<file path="src/rtl/sar_search.sv">
// Successive-approximation search engine driving one operand of a magnitude comparator.
// Optional macro SAR_ONEHOT_CHECK_EN enables the comparator flag one-hot protocol check (err).
module sar_search #(
  parameter int WIDTH = 3
) (
  input  logic             clk,
  input  logic             rst,
  input  logic             start,
  output logic [WIDTH-1:0] guess,
  input  logic             cmp_gt,
  input  logic             cmp_lt,
  input  logic             cmp_eq,
  output logic             busy,
  output logic             done,
  output logic             found,
  output logic [WIDTH-1:0] result,
  output logic             err
);

  localparam int IW = $clog2(WIDTH);
  localparam logic [WIDTH-1:0] MSB_ONLY = {1'b1, {(WIDTH-1){1'b0}}};
  localparam logic [IW-1:0]    TOP_IDX  = IW'(WIDTH - 1);

  typedef enum logic [1:0] {IDLE, TRY, VERIFY} state_t;

  state_t           state;
  logic [IW-1:0]    idx;
  logic [WIDTH-1:0] next_guess;
  logic             flags_bad;

`ifdef SAR_ONEHOT_CHECK_EN
  assign flags_bad = !$onehot({cmp_gt, cmp_lt, cmp_eq});
`else
  assign flags_bad = 1'b0;
  assign err       = 1'b0;
`endif

  // Resolve the current bit (lt beats gt; no flags at all counts as gt) and arm the next one.
  always_comb begin
    next_guess = guess;
    casez ({cmp_lt, cmp_gt})
      2'b1?:   next_guess[idx] = 1'b0;
      2'b01:   next_guess[idx] = 1'b1;
      default: next_guess[idx] = 1'b1;
    endcase
    if (idx != '0)
      next_guess[idx - 1'b1] = 1'b1;
  end

  always_ff @(posedge clk) begin
    if (rst) begin
      state  <= IDLE;
      guess  <= '0;
      idx    <= '0;
      busy   <= 1'b0;
      done   <= 1'b0;
      found  <= 1'b0;
      result <= '0;
`ifdef SAR_ONEHOT_CHECK_EN
      err    <= 1'b0;
`endif
    end else begin
      done <= 1'b0;
      case (state)
        IDLE: begin
          if (start) begin
            guess <= MSB_ONLY;
            idx   <= TOP_IDX;
            busy  <= 1'b1;
            found <= 1'b0;
`ifdef SAR_ONEHOT_CHECK_EN
            err   <= 1'b0;
`endif
            state <= TRY;
          end
        end
        TRY: begin
          if (flags_bad || cmp_eq) begin
            result <= guess;
            found  <= !flags_bad;
            done   <= 1'b1;
            busy   <= 1'b0;
`ifdef SAR_ONEHOT_CHECK_EN
            err    <= flags_bad;
`endif
            state  <= IDLE;
          end else begin
            guess <= next_guess;
            if (idx != '0)
              idx <= idx - 1'b1;
            else
              state <= VERIFY;
          end
        end
        VERIFY: begin
          result <= guess;
          found  <= cmp_eq && !flags_bad;
          done   <= 1'b1;
          busy   <= 1'b0;
`ifdef SAR_ONEHOT_CHECK_EN
          err    <= flags_bad;
`endif
          state  <= IDLE;
        end
        default: state <= IDLE;
      endcase
    end
  end

endmodule

</file>
<file path="config.mk">
export PLATFORM = sky130hd
export DESIGN_NAME = sar_search
export DESIGN_NICKNAME = d
export VERILOG_FILES = /design/src/rtl/sar_search.sv
export SDC_FILE = /design/constraint.sdc
export NUM_CORES = 1
export LEC_CHECK = 0
export ABC_AREA = 1
export CAP_MARGIN = 10
export CORE_UTILIZATION = 44
export CTS_CLUSTER_DIAMETER = 150
export DETAILED_ROUTE_END_ITERATION = 12
export PLACE_DENSITY_LB_ADDON = 0.08
export SYNTH_ARGS = -nofsm -noshare
export SYNTH_HDL_FRONTEND = slang
export SYNTH_SLANG_ARGS = --single-unit
export TNS_END_PERCENT = 100
</file>
<file path="constraint.sdc">
create_clock -name clk -period 1.3 [get_ports clk]
set_input_delay 0.325 -clock clk [delete_from_list [all_inputs] [get_ports clk]]
set_output_delay 0.325 -clock clk [all_outputs]
set_load 0.1 [all_outputs]
</file>
==> metrics.yaml <==
cts:
  worstSkewPairLatency_ns: 0.28
  clock_tree.buffer_depth: 2
  root_buffer: "clkbuf_4"
  cts_max_level: 1
  path_clk_slew_ns: 0.08
  ctsHoldBuffers: 0
  cts_buffers: 3
  clkSinkCount: 13
  cts_tree: "yes"
final_layout:
  utilization_pct: 78.2
  seqCellArea_um2: 274
  syn2layout_area_growth_pct: 57.8
  multi_input_area_um2: 522
  n_fill_cell: 100
  drive_above_1_share_pct: 36.6
  diodes: 0
  nets: 157
worst_setup_path:
  path_max_fanout: 3
  crit_required_ns: 1.51
  worstSetupStartpointType: "flip-flop"
  critPathCaptureType: "flip-flop"
  startpoint: "state[0]"
  timing.rr.end: "found"
  r2r_setup_slack_ns: 0.05
  critPathKind: "reg -> reg"
  crit_end: "found"
  r2r-start: "state[0]"
  worst_ep_arrival_time_ns: 1.46
  reg2regPathDepth: 8
timing:
  fin_crit_ns: 1.25
  finalCritPeriodShare_pct: 96.3
  fmax_ghz: 0.799
  skew_ns: 0.00325
  hold_violations: 0
  finalSetupViolCount: 0
  tns_ns: 0
  rsz0062_at_grt: "yes"
  drv_slew: 0
global_route:
  grt_usage_pct: 21.7
  grt_overflow: 0
  grt_pass1_wl_um: 3140
  grt_pass1_vias: 799
  antenna_found_initial: 0
  grt_max_degree: 8
floorplanning:
  rows: 14
  die-area_um2: 1970
  pin_count: 16
  core_um2: 1590
  die_w_um: 44.4
  start_util_pct: 49.5
  fp.dieH_um: 44.4
job:
  maxCapViolations: 0
power_and_ir_drop:
  ir_worst_vdd_v: 0.00160
  power.density_nw_per_um2: 2530
  p_leak_uw: 0.000591
yosys:
  syn-cell-area_um2: 790
  ys_warn_count: 0
  synth_seq_cells: 13
  syn_nets: 130
  yosysSeqAreaShare_pct: 33.0
  synth_cells: 116
  syn_avg_cell_area_um2: 6.81
  yosysUniqueCellTypes: 20
placement:
  port_buffers: 13
  gp_congestion: 0.832
  dp_hpwl_um: 1450
route:
  drt-pass1-iter-count: 4
  route.detailed.drc: 0
  drt_iter0_drc: 16
  wl_per_cell_um: 11.4
  vias: 804
  wl_um: 1900
  ant_nets: 0
  via_per_inst: 4.84
outcome:
  status: "complete, no violations"
worst_hold_path:
  min_path_type: "in -> reg"
==> registers in the layout, indices dropped and copies added (netlist names) <==
register  flops
busy          1
state         2
result        3
idx           2
found         1
done          1
guess         3
==> routing by layer <==
layer	up-vias	GRT usage (%)	part of all wire, %
met5	-	0	0
met4	0	10.9	2.9
met3	7	3.67	1.7
met2	14	40.0	51
met1	367	23.7	44
li1	416	-	-
==> per-stage QoR <==
stage	instance area (um2)	hold slack (ns)	power [uW]	setup WS, ns	instances
finish	1250	0.440	3160	0.0480	166
global route	1250	0.450	3350	-0.0263	166
CTS	1190	0.508	3020	-0.00497	165
detailed placement	1110	0.496	2620	-0.209	161
global placement	1110	0.475	2560	-0.164	161
floorplan	796	0.473	1920	0.0146	116
==> report_power, final <==
group          internal, uW  total, uW  switching (uW)
sequential              542        670             129
clock                   119        256             137
combinational           855       2230            1380
==> worst max-delay path, cell delays in order (launching register included) <==
cell     delay, ns
dfxtp_4       0.37
inv_2         0.06
buf_4         0.14
ha_4          0.17
inv_4         0.07
nand3_1       0.09
nand2_2       0.07
nand2_1       0.07
a21oi_2       0.15
==> how the worst min path moves through the flow <==
| stage | depth (start not counted) | endpoint | slack, ns | startpoint |
|---|---|---|---|---|
| floorplan | 2 | idx[0] | 0.47 | idx[0] |
| global placement | 2 | guess[1] | 0.48 | guess[1] |
| detailed placement | 2 | guess[0] | 0.50 | guess[0] |
| CTS | 2 | guess[0] | 0.51 | guess[0] |
| global route | 3 | done | 0.45 | cmp_eq |
| finish | 3 | done | 0.44 | cmp_eq |
==> synthesized netlist by cell type <==
| master | number | area [um2] |
|---|---|---|
| nand2_1 | 30 | 113 |
| inv_1 | 19 | 71.3 |
| dfxtp_1 | 13 | 260 |
| a21oi_1 | 10 | 50.1 |
| ha_1 | 8 | 100 |
| nand3_1 | 8 | 40.0 |
| nor2_1 | 7 | 26.3 |
| o21ai_0 | 4 | 20.0 |
| nand2_2 | 3 | 18.8 |
| a211oi_1 | 2 | 15.0 |
| inv_2 | 2 | 7.51 |
| nor2_2 | 2 | 12.5 |
| a21oi_2 | 1 | 8.76 |
| buf_4 | 1 | 7.51 |
| clkbuf_1 | 1 | 3.75 |
| conb_1 | 1 | 3.75 |
| nand2_4 | 1 | 11.3 |
| nand4_1 | 1 | 6.26 |
| o21ai_1 | 1 | 5.00 |
| o21ai_2 | 1 | 8.76 |
==> final cells by class <==
class	instances	share of cell area (%)
Multi-Input combinational cell	80	41.9
Clock buffer	4	2.11
Sequential cell	13	22.0
Timing Repair Buffer	24	24.7
Tap cell	24	2.41
Inverter	21	6.93
==> cell families after synthesis <==
family / synth area share [%]
and+or+nand+nor: 28.8
buffers and inverters: 11.4
AOI/OAI and AO/OA: 13.6
DFF: 33.0
adders and majority gates: 12.7
other: 0.475
==> layout by cell type (no fill, tap or decap), types with 4 or more instances in the layout <==
cell type,instances
nand2_1,28
nand2_4,4
nor2_1,4
nand3_1,8
buf_12,9
ha_1,5
dfxtp_2,5
inv_1,15
dfxtp_1,6
a21oi_1,10
buf_4,11
==> what timing repair did <==
item,CTS,global route
endpoints found under the setup margin,10,10
gates resized for setup,16,16
hold endpoints to repair,0,0
setup buffers,0,1
pin swaps,1,4
No activity file was read; power rests on OpenSTA's default activity.
